## src/rtl/rptr_empty_fwft.sv

```systemverilog
// Read-side pointer, empty/almost-empty flags, occupancy count and FWFT output
// register for the dual-clock FIFO; everything lives in the rclk domain.
module rptr_empty_fwft #(
   parameter int ADDRSIZE = 4,
   parameter int DATASIZE = 32
) (
   input  logic                rclk,
   input  logic                rrst_n,
   input  logic [ADDRSIZE:0]   rq2_wptr,
   input  logic [DATASIZE-1:0] rmem_data,
   input  logic                rready,
   output logic [ADDRSIZE-1:0] raddr,
   output logic [ADDRSIZE:0]   rptr,
   output logic                rempty,
   output logic                arempty,
   output logic                rvalid,
   output logic [DATASIZE-1:0] rdata,
   output logic [ADDRSIZE:0]   rlevel
);

   function automatic logic [ADDRSIZE:0] bin2gray(input logic [ADDRSIZE:0] b);
      return (b >> 1) ^ b;
   endfunction

   function automatic logic [ADDRSIZE:0] gray2bin(input logic [ADDRSIZE:0] g);
      logic [ADDRSIZE:0] b;
      b[ADDRSIZE] = g[ADDRSIZE];
      for (int i = ADDRSIZE - 1; i >= 0; i--) begin
         b[i] = b[i+1] ^ g[i];
      end
      return b;
   endfunction

   logic [ADDRSIZE:0]   rbin_q, rbin_d;
   logic [ADDRSIZE:0]   rptr_q, rptr_d;
   logic [ADDRSIZE:0]   rlevel_q, rlevel_d;
   logic                rempty_q, rempty_d;
   logic                arempty_q, arempty_d;
   logic                rvalid_q, rvalid_d;
   logic [DATASIZE-1:0] rdata_q, rdata_d;
   logic                rd_en_s;
   logic [ADDRSIZE:0]   rgraynextp1_s;
   logic [ADDRSIZE:0]   wbin_s;

   // Pop only from a non-empty RAM into an empty or draining output register
   always_comb begin
      rd_en_s       = ~rempty_q & (~rvalid_q | rready);
      rbin_d        = rbin_q + {{ADDRSIZE{1'b0}}, rd_en_s};
      rptr_d        = bin2gray(rbin_d);
      rgraynextp1_s = bin2gray(rbin_d + {{ADDRSIZE{1'b0}}, 1'b1});
      wbin_s        = gray2bin(rq2_wptr);
      rempty_d      = (rptr_d == rq2_wptr);
      arempty_d     = rempty_d | (rgraynextp1_s == rq2_wptr);
      rlevel_d      = wbin_s - rbin_d;
      if (rd_en_s) begin
         rvalid_d = 1'b1;
         rdata_d  = rmem_data;
      end else if (rready & rvalid_q) begin
         rvalid_d = 1'b0;
         rdata_d  = rdata_q;
      end else begin
         rvalid_d = rvalid_q;
         rdata_d  = rdata_q;
      end
   end

   // State register; reset discards any unread output word
   always_ff @(posedge rclk or negedge rrst_n) begin
      if (!rrst_n) begin
         rbin_q    <= {(ADDRSIZE+1){1'b0}};
         rptr_q    <= {(ADDRSIZE+1){1'b0}};
         rlevel_q  <= {(ADDRSIZE+1){1'b0}};
         rempty_q  <= 1'b1;
         arempty_q <= 1'b1;
         rvalid_q  <= 1'b0;
         rdata_q   <= {DATASIZE{1'b0}};
      end else begin
         rbin_q    <= rbin_d;
         rptr_q    <= rptr_d;
         rlevel_q  <= rlevel_d;
         rempty_q  <= rempty_d;
         arempty_q <= arempty_d;
         rvalid_q  <= rvalid_d;
         rdata_q   <= rdata_d;
      end
   end

   assign raddr   = rbin_q[ADDRSIZE-1:0];
   assign rptr    = rptr_q;
   assign rempty  = rempty_q;
   assign arempty = arempty_q;
   assign rvalid  = rvalid_q;
   assign rdata   = rdata_q;
   assign rlevel  = rlevel_q;

endmodule

```

## config.mk

```make
export PLATFORM = sky130hd
export DESIGN_NAME = rptr_empty_fwft
export DESIGN_NICKNAME = d
export VERILOG_FILES = /design/src/rtl/rptr_empty_fwft.sv
export SDC_FILE = /design/constraint.sdc
export NUM_CORES = 1
export LEC_CHECK = 0
export BUFFER_PORTS_ARGS = -buffer_cell sky130_fd_sc_hd__clkbuf_2
export CORE_MARGIN = 10
export CORE_UTILIZATION = 37
export CTS_BUF_LIST = sky130_fd_sc_hd__clkbuf_4
export CTS_CLUSTER_DIAMETER = 200
export CTS_CLUSTER_SIZE = 30
export DETAILED_ROUTE_END_ITERATION = 10
export PLACE_DENSITY = 0.67
export SLEW_MARGIN = 20
export SYNTH_ARGS = -nofsm -noshare
export SYNTH_HDL_FRONTEND = slang
export SYNTH_SLANG_ARGS = --single-unit
```

## constraint.sdc

```tcl
create_clock -name rclk -period 4.2 [get_ports rclk]
set_input_delay 0.84 -clock rclk [delete_from_list [all_inputs] [get_ports rclk]]
set_output_delay 0.84 -clock rclk [all_outputs]
set_load 0.02 [all_outputs]
```

==> out/results.ini, run 1 <==
[cts]
clk_pin_slew_worst_paths_ns = 0.15
tritoncts_clock_tree = yes
ctsResizeCount = 0
htree_num_levels = 2
hold_buffers = 0
numClockSinks = 49
max-clock-path-buffers = 2
clk_latency_ns = 0.36
setup_bufs_post_cts = 0
numCtsBuffers = 5
ctsRootBufferMaster = clkbuf_4

[synthesis]
syn_avg_cell_area_um2 = 13.9
synth_cell_types = 28
syn-instance-count = 155
synth.cell_area_um2 = 2160
synth.largest_area_cell = dfrtp_1
post-synth-top-count-cell = dfrtp_1
yosysWarnings = 0
dominantRegCellSynth = dfrtp_1
synth_async_reset_ratio_pct = 100
syn_nets = 203
synth_register_bits = 49
synth_largest_type_area_fraction_pct = 54.5
synth_sequential_area_ratio_pct = 56.9
netlist_top_cells_count = dfrtp_1 (47), mux2_2 (33), xor2_1 (12)
number_of_enable_type_register_cells_in_the_synthesized_netlist = 0
netlist_top_cells_area = dfrtp_1 (54%), mux2_2 (17%), xor2_1 (4.9%), xnor2_1 (4.5%), ha_1 (4.1%)

[timing]
finalMaxSlewViolations = 0
worst_pin_slew_ns = 0.727
fmax_mhz = 337
timing.final.crit_period_ns = 2.97
setup_total_negative_slack_ns = 0
setup_repair_after_global_routing_missed_its_margin = no
final_setup_fails = 0
period_utilization_post_route_pct = 70.7
maxSlewHeadroom_pct = 51.5
worst_clock_skew_ns = 0.0159
final_hold_viol_count = 0

[grt]
global_route.overflow_total = 0
number_of_global_route_vias_before_repair = 1594
fraction_of_met2_tracks_used_by_global_routing_pct = 16.3
grt_util_overall_pct = 10.8
antenna_found_initial = 0
grt_most_used_layer = met2
grt_max_degree = 33
gr-usage-met1_pct = 13.8
globalRouteMet3Util_pct = 5.09
grt_first_pass_wirelength_um = 7870

[placement]
final_weighted_congestion_in_routability_driven_placement = 0.763
buffer_ports.inserted = 88
place_hpwl_um = 4070
place_inst = 312

[min_path]
timing.hold.worst_path_depth = 1
worstHoldEndpoint = rvalid
hold_path.startpoint = rempty
min-delay-path-class = flip-flop to flip-flop

[route]
routed_via_density = 4.65
drt-total-wl_um = 5060
route.antenna.remaining_nets = 0
drt_pre_antenna_iters = 4
drt_drc_violations_left = 0
routed-via-count = 1488
drt_iter0_drc = 24
final_routed_wire_length_divided_by_cell_count_um = 15.8

[finish]
nNetsFinal = 295
areaGrowthSynthToFinish_pct = 28.5
instances_no_fill = 320
post_route_cells_drive_above_1_share_pct = 56.0
total_inserted_antenna_cells = 0

[worst_setup_path]
critPathArrivalTime_ns = 3.25
crit_path_max_fanout = 7
r2r_cells = 10
reg_to_reg_startpoint = rempty
critPathCaptureType = flip-flop
cp_required_ns = 4.48
r2r_end = rlevel[4]
critical_path_class = input port to flip-flop
critPathMaxStageDelay_ns = 0.39
timing.reg2reg.setup_slack_ns = 1.41
critical_path.slowest_cell = fa_1
crit_path_cell_trace = clkbuf_2 > xor2_1 > xor2_1 > xor2_1 > xnor2_1 > ha_1 > inv_1 > fa_1 > a21o_1 > a21oi_1 > xnor2_1 > xnor2_1
critical-path-top-delay-family = XOR/XNOR gates
path_buf_inv = 2
critPathLaunchType = input port

[floorplan]
fp.dieArea_um2 = 9290
top_level_ports = 89
die_x_um = 96.4
start_util_pct = 38.7
coreArea_um2 = 5570
fp.dieH_um = 96.4
num_rows = 27

[outcome]
status = finished clean

[power_and_ir_drop]
vdd_drop_max_v = 0.000472
p_leak_nw = 1.36
power_density_of_the_placed_cells_nw_per_um2 = 870

[flow_run]
maxCapViolCount = 0

final cells by class:
| cell class | count | area (µm²) |
|---|---|---|
| Clock inverter | 3 | 41.3 |
| Multi-Input combinational cell | 92 | 887 |
| Timing Repair Buffer | 90 | 455 |
| Clock buffer | 5 | 37.5 |
| Tap cell | 72 | 90.1 |
| Inverter | 9 | 33.8 |
| Fill cell | 508 | 2800 |
| Sequential cell | 49 | 1230 |
worst register-to-register path: cells and delay by family, from the launching register on:
family                     cells  cell delay (ns)
AOI/OAI and AO/OA              3             0.39
xor gates and xnor gates       3             0.71
adders and majority gates      3             0.80
buffers and inverters          1             0.22
DFF                            1             0.60
registers in the layout, summed over array words and instances, names as in the netlist:
signal and flops:
rptr 4, rlevel 5, rdata 32, arempty 1
rvalid 1, rempty 1, rbin_q 5
report_power, final:
part	leakage, nW	switching [mW]	internal (mW)	total (mW)
Sequential	0.567	0.106	0.684	0.790
Clock	0.0389	0.145	0.123	0.268
Combinational	0.757	0.796	0.558	1.35
Total	1.36	1.05	1.37	2.41
kinds of logic after synthesis:
group           count (synthesis)  synth area share, %
simple gates                   15                 3.83
mux                            33                 17.2
compound gates                 12                 4.46
flops                          49                 56.9
fa+ha+maj                       8                 4.99
buf+inv                        14                 2.49
xor+xnor                       24                 10.1
metrics by stage:
stage / setup slack (ns) / area [µm²] / hold WS [ns] / utilization [%] / power (mW)
after detailed placement: 0.839 / 2700 / 0.481 / 48.4 / 2.18
after global routing: 1.05 / 2770 / 0.529 / 49.8 / 2.61
after floorplan: 0.768 / 2160 / 0.493 / - / 1.77
after global placement: 0.945 / 2700 / 0.476 / 48.4 / 2.16
after CTS: 1.23 / 2770 / 0.506 / 49.8 / 2.46
final: 1.23 / 2770 / 0.500 / 49.8 / 2.41
cell usage in the layout (no fill, tap or decap), drive strengths merged:
master     n
nor3       1
clkinvlp   1
a21oi      4
o21bai     1
a211oi     1
nand2      2
or3        2
clkbuf    93
mux2      33
a2bb2oi    1
nand4      1
dfstp      2
and2       1
fa         1
a2111oi    1
inv        9
bufinv     1
nor2       3
buf        2
a21o       2
and3       1
xor2      13
o21ai      2
dfrtp     47
clkinv     1
nand3      4
xnor2     11
ha         7
routing by layer:
metal,vias up,wire [µm]
li1,712,-
met4,0,45
met2,64,2170
met5,-,0
met3,5,609
met1,707,2240
worst max-delay path by stage:
stage	start	endpoint	slack (ns)	cells past startpoint
CTS	rq2_wptr[4]	rlevel[4]	1.23	12
global route	rq2_wptr[4]	rlevel[4]	1.05	12
detailed placement	rq2_wptr[4]	rlevel[4]	0.84	12
finish	rq2_wptr[4]	rlevel[4]	1.23	12
global placement	rq2_wptr[4]	rlevel[4]	0.94	12
floorplan	rready	rlevel[4]	0.77	12
No activity file was read; power rests on OpenSTA's default activity.
==> run 2: changes to the inputs <==
==> constraint.sdc (replaced) <==
create_clock -name rclk -period 2.85 [get_ports rclk]
set_input_delay 0.57 -clock rclk [delete_from_list [all_inputs] [get_ports rclk]]
set_output_delay 0.57 -clock rclk [all_outputs]
set_load 0.02 [all_outputs]
==> run 2 against run 1 <==
Sequential cell count is the same. Hold slack lost 0.21 ns. Largest power group unchanged. Highest routed layer unchanged. Critical path depth shrank 2. Critical endpoint unchanged.
==> out/results.ini, run 2 (synthesis results as in run 1) <==
[timing]
final_setup_fails = 0
finalMaxSlewViolations = 0
worst_pin_slew_ns = 0.614
timing.final.crit_period_ns = 2.51
maxSlewHeadroom_pct = 59.1
period_utilization_post_route_pct = 87.9
fmax_mhz = 399
worst_clock_skew_ns = 0.00424
setup_repair_after_global_routing_missed_its_margin = no
final_hold_viol_count = 0

[placement]
final_weighted_congestion_in_routability_driven_placement = 0.829
place_inst = 319
place_hpwl_um = 4000
buffer_ports.inserted = 88

[grt]
global_route.overflow_total = 0
grt_util_overall_pct = 10.6
grt_max_degree = 50
grt_first_pass_wirelength_um = 7810
number_of_global_route_vias_before_repair = 1583
antenna_found_initial = 0

[cts]
clk_latency_ns = 0.34
htree_num_levels = 2
ctsResizeCount = 0
setup_bufs_post_cts = 0
numCtsBuffers = 5
numClockSinks = 49
ctsRootBufferMaster = clkbuf_4
max-clock-path-buffers = 2
hold_buffers = 0
clk_pin_slew_worst_paths_ns = 0.13
tritoncts_clock_tree = yes

[finish]
most-common-layout-cells = clkbuf_2 (88), dfrtp_1 (47), mux2_2 (33)
instances_no_fill = 326
most_common_cell_after_layout_fill_and_taps_aside = clkbuf_2
total_inserted_antenna_cells = 0
areaGrowthSynthToFinish_pct = 31.4
nNetsFinal = 302
largest_register_ff_count = 32
post_route_cells_drive_above_1_share_pct = 58.3

[worst_setup_path]
critPathCapture = rlevel[4]
critPathCaptureType = flip-flop
crit_path_start = rempty
r2r_cells = 10
path_depth = 10
critPathArrivalTime_ns = 2.79
critical_path.slowest_cell = dfstp_2
critPathLaunchType = flip-flop
reg_to_reg_startpoint = rempty
timing.reg2reg.setup_slack_ns = 0.34
path_buf_inv = 1
timing.critical_path.mode_cell = ha_1
critPathMaxStageDelay_ns = 0.60
crit_path_cell_trace = a21oi_4 > ha_1 > ha_1 > xor2_2 > inv_1 > ha_1 > a21o_1 > a21oi_1 > xnor2_1 > xnor2_1
critical_path_class = flip-flop to flip-flop
critical-path-top-delay-family = adder cells
cp_required_ns = 3.13
crit_path_max_fanout = 4
r2r_end = rlevel[4]

[flow_run]
maxCapViolCount = 0

[power_and_ir_drop]
sequentialPowerShare_pct = 32.1
p_leak_nw = 1.40
part_of_the_total_power_dissipated_in_the_clock_network_pct = 10.5
design_power_total_mw = 3.63
power_density_of_the_placed_cells_nw_per_um2 = 1280
total_switching_power_mw = 1.55
proportion_of_power_drawn_by_combinational_gates_pct = 57.3
vdd_drop_max_v = 0.000575
swShare_pct = 42.7
internal_power_mw = 2.08

[floorplan]
fp.dieH_um = 96.4
coreArea_um2 = 5570
top_level_ports = 89
start_util_pct = 38.7
num_rows = 27
die_x_um = 96.4
fp.dieArea_um2 = 9290

[route]
routed_via_density = 4.61
drt-total-wl_um = 4930
routed-via-count = 1503
drt_pre_antenna_iters = 4
drt_iter0_drc = 18
route.antenna.remaining_nets = 0
final_routed_wire_length_divided_by_cell_count_um = 15.1
drt_drc_violations_left = 0

[outcome]
status = finished clean

[min_path]
min-delay-path-class = input port to asynchronous set/reset pin

==> run 2: changes by cell type in the layout (fill, tap and decap cells not counted), sizes merged <==
cell      change
clkinvlp      -1
buf           +7
==> run 2: power groups by stage <==
stage	Clock, mW	Combinational, mW	Sequential [mW]
after global placement	0	2.10	1.17
after global routing	0.430	2.30	1.21
after detailed placement	0	2.13	1.18
final	0.383	2.08	1.17
after CTS	0.408	2.13	1.17
after floorplan	0	1.08	1.54
==> run 2: worst reg2reg max path, stage by stage, from the launching register on <==
cell and delay (ns):
dfstp_2 0.60, a21oi_4 0.05, ha_1 0.21, ha_1 0.23, xor2_2 0.27, inv_1 0.11
ha_1 0.35, a21o_1 0.19, a21oi_1 0.16, xnor2_1 0.15, xnor2_1 0.13
==> run 2: worst min-delay path by stage <==
stage	startpoint	end	slack, ns	cells after the start
finish	rrst_n	rdata[7]	0.29	2
global route	rrst_n	rdata[21]	0.33	2
CTS	rrst_n	rdata[7]	0.31	2
detailed placement	rdata[9]	rdata[9]	0.50	1
global placement	rempty	rvalid	0.48	1
floorplan	rrst_n	rbin_q[0]	0.27	0
==> run 2: layer usage <==
metal / part of all wire, % / up-vias / global-route usage (%)
met4: 0.65 / 0 / 2.91
met2: 42 / 70 / 15.9
met1: 44 / 710 / 13.9
li1: - / 719 / -
met3: 13 / 4 / 4.55
met5: 0 / - / 0
==> run 2: area by class of cell <==
type	count	area, µm²
Timing Repair Buffer	97	508
Inverter	9	33.8
Sequential cell	49	1230
Clock inverter	2	35.0
Clock buffer	5	37.5
Fill cell	491	2740
Tap cell	72	90.1
Multi-Input combinational cell	92	902
==> run 2: stage by stage <==
stage	setup TNS [ns]	utilization (%)	cell area [µm²]	setup slack [ns]	hold WS [ns]
2_1_floorplan	0	-	2180	0.0215	0.274
3_3_place_gp	0	49.6	2760	0.0775	0.483
3_5_place_dp	-0.000400	49.6	2760	-0.000400	0.496
4_1_cts	0	50.9	2840	0.316	0.311
5_1_grt	0	50.9	2840	0.166	0.327
6_report	0	50.9	2840	0.344	0.293
==> run 3: changes to the inputs <==
--- a/config.mk
+++ b/config.mk
@@ -5,6 +5,7 @@
 export SDC_FILE = /design/constraint.sdc
 export NUM_CORES = 1
 export LEC_CHECK = 0
+export ABC_AREA = 1
 export BUFFER_PORTS_ARGS = -buffer_cell sky130_fd_sc_hd__clkbuf_2
 export CORE_MARGIN = 10
 export CORE_UTILIZATION = 37
==> run 3 against run 2 <==
Worst setup slack better by 0.080 ns. First-iteration DRC count grew to 4.8 times the previous value. Non-clock buffer count is 6 lower. Register-to-register slack better by 0.08 ns. Clock skew is 0.0047 ns higher. Core utilization is 2.3 points lower. Final area is 0.79% higher. Critical path type unchanged. Largest cell class unchanged. Largest power group unchanged.
==> out/results.ini, run 3 <==
[power_and_ir_drop]
power_density_of_the_placed_cells_nw_per_um2 = 1240
part_of_the_total_power_dissipated_in_the_clock_network_pct = 11.3
p_leak_nw = 1.70
total_switching_power_mw = 1.72
swShare_pct = 48.3
vdd_drop_max_v = 0.000554
design_power_total_mw = 3.55
proportion_of_power_drawn_by_combinational_gates_pct = 55.2
internal_power_mw = 1.84
sequentialPowerShare_pct = 33.6

[timing]
setup_repair_after_global_routing_missed_its_margin = no
timing.final.ws_setup_ns = 0.424
finalMaxSlewViolations = 0
final_setup_fails = 0
worst_pin_slew_ns = 0.940
worst_clock_skew_ns = 0.00890
timing.final.crit_period_ns = 2.43
final_hold_viol_count = 0
setup_total_negative_slack_ns = 0
fmax_mhz = 412
fin_hold_ws_ns = 0.290
maxSlewHeadroom_pct = 37.3
period_utilization_post_route_pct = 85.1

[flow_run]
maxCapViolCount = 0

[synthesis]
synth_sequential_area_ratio_pct = 54.8
synth_cell_types = 20
netlist_top_cells_count = nand2_1 (141), dfrtp_1 (47), inv_1 (19)
syn-instance-count = 271
dominantRegCellSynth = dfrtp_1
synth_largest_type_area_fraction_pct = 52.5
synth.cell_area_um2 = 2240
synth.largest_area_cell = dfrtp_1
number_of_enable_type_register_cells_in_the_synthesized_netlist = 0
netlist_top_cells_area = dfrtp_1 (52%), nand2_1 (24%), ha_1 (3.9%), inv_1 (3.2%), xor2_1 (3.1%)
post-synth-top-count-cell = nand2_1
synth_async_reset_ratio_pct = 100
syn_avg_cell_area_um2 = 8.27
syn_nets = 319
yosysWarnings = 0
synth_register_bits = 49

[worst_setup_path]
r2r_end = arempty
reg_to_reg_startpoint = rempty
critPathLaunchType = flip-flop
critPathCaptureType = flip-flop
cp_required_ns = 3.17
critical_path_class = flip-flop to flip-flop
critPathArrivalTime_ns = 2.75
crit_path_max_fanout = 8
timing.reg2reg.setup_slack_ns = 0.42
r2r_cells = 15

[cts]
ctsRootBufferMaster = clkbuf_4
ctsResizeCount = 0
clk_pin_slew_worst_paths_ns = 0.14
hold_buffers = 0
max-clock-path-buffers = 2
htree_num_levels = 2
numCtsBuffers = 5
clk_latency_ns = 0.36
numClockSinks = 49
tritoncts_clock_tree = yes
setup_bufs_post_cts = 0

[grt]
global_route.overflow_total = 0
antenna_found_initial = 0
grt_util_overall_pct = 12.5
grt_first_pass_wirelength_um = 10000
number_of_global_route_vias_before_repair = 2007
grt_max_degree = 50

[finish]
nFillCells = 587
post_route_cells_drive_above_1_share_pct = 29.9
most_common_cell_after_layout_fill_and_taps_aside = nand2_1
largest_register_ff_count = 32
areaGrowthSynthToFinish_pct = 27.5
total_inserted_antenna_cells = 0
ff_latch_area_um2 = 1230
multi_input_comb_area_um2 = 918
most-common-layout-cells = nand2_1 (141), clkbuf_2 (88), dfrtp_1 (47)
nNetsFinal = 411

[floorplan]
start_util_pct = 38.1
fp.dieH_um = 97.8
top_level_ports = 89
num_rows = 28
coreArea_um2 = 5890
die_x_um = 97.8
fp.dieArea_um2 = 9570

[placement]
pre_cts_ws_ns = 0.203
place_hpwl_um = 4630
buffer_ports.inserted = 88
final_weighted_congestion_in_routability_driven_placement = 0.917

[route]
routed_via_density = 4.61
drt_iter0_drc = 87
drt_pre_antenna_iters = 4
routed-via-count = 2022
drt_drc_violations_left = 0
final_routed_wire_length_divided_by_cell_count_um = 13.6
route.antenna.remaining_nets = 0
drt-total-wl_um = 5950

[min_path]
min-delay-path-class = input port to asynchronous set/reset pin

[outcome]
status = finished clean

## run 3: worst max-delay path by stage
stage                           start   endpoint  depth (start not counted)
after CTS                      rempty    arempty                         15
after global placement    rq2_wptr[4]  rlevel[4]                         13
after global routing           rempty    arempty                         15
after floorplan                rready    arempty                         16
final                          rempty    arempty                         15
after detailed placement  rq2_wptr[4]  rlevel[4]                         13
## run 3: stage by stage
step | instances | instance area [µm²] | utilization, %
finish | 439 | 2860 | 48.6
global route | 439 | 2860 | 48.6
CTS | 439 | 2860 | 48.6
detailed placement | 431 | 2780 | 47.2
global placement | 431 | 2780 | 47.2
floorplan | 271 | 2240 | -
## run 3: power by group through the flow
| stage | sequential (mW) | clock [mW] | combinational [mW] |
|---|---|---|---|
| 5_1_grt | 1.24 | 0.449 | 2.20 |
| 3_5_place_dp | 1.21 | 0 | 1.99 |
| 6_report | 1.19 | 0.400 | 1.96 |
| 3_3_place_gp | 1.20 | 0 | 1.96 |
| 4_1_cts | 1.19 | 0.422 | 2.00 |
| 2_1_floorplan | 1.57 | 0 | 0.942 |
## run 3: logic make-up (layout without fill, tap and decap cells)
family,count (synthesis),after routing,synth area share [%]
AOI/OAI and AO/OA,7,7,1.67
xor gates and xnor gates,9,9,3.52
adders and majority gates,8,8,4.80
buffers and inverters,26,119,4.41
DFF,49,49,54.8
and+or+nand+nor,172,172,30.8
## run 3: area by class of cell
type | count | area share (%)
clock inverter | 3 | 1.44
inverter | 20 | 2.63
timing repair buffer | 91 | 16.2
multi-input combinational | 196 | 32.1
clock buffer | 5 | 1.31
tap | 75 | 3.28
sequential | 49 | 43.0
## run 3: critical path, stage by stage, from the launching register on
cell,delay (ns)
dfstp_2,0.58
a21oi_2,0.05
ha_1,0.22
ha_1,0.24
inv_1,0.06
nand2_1,0.09
nand2_2,0.16
inv_2,0.06
ha_1,0.32
xnor2_1,0.15
nand2_1,0.06
nor2_1,0.08
nand3_1,0.07
nor2_1,0.10
nand2_1,0.07
nand2_1,0.07
## run 3: per-layer routing
metal | up-vias | GRT usage (%) | wire length, µm
li1 | 1012 | - | -
met3 | 7 | 4.93 | 502
met2 | 73 | 19.9 | 2790
met5 | - | 0 | 0
met1 | 930 | 15.3 | 2590
met4 | 0 | 3.36 | 63
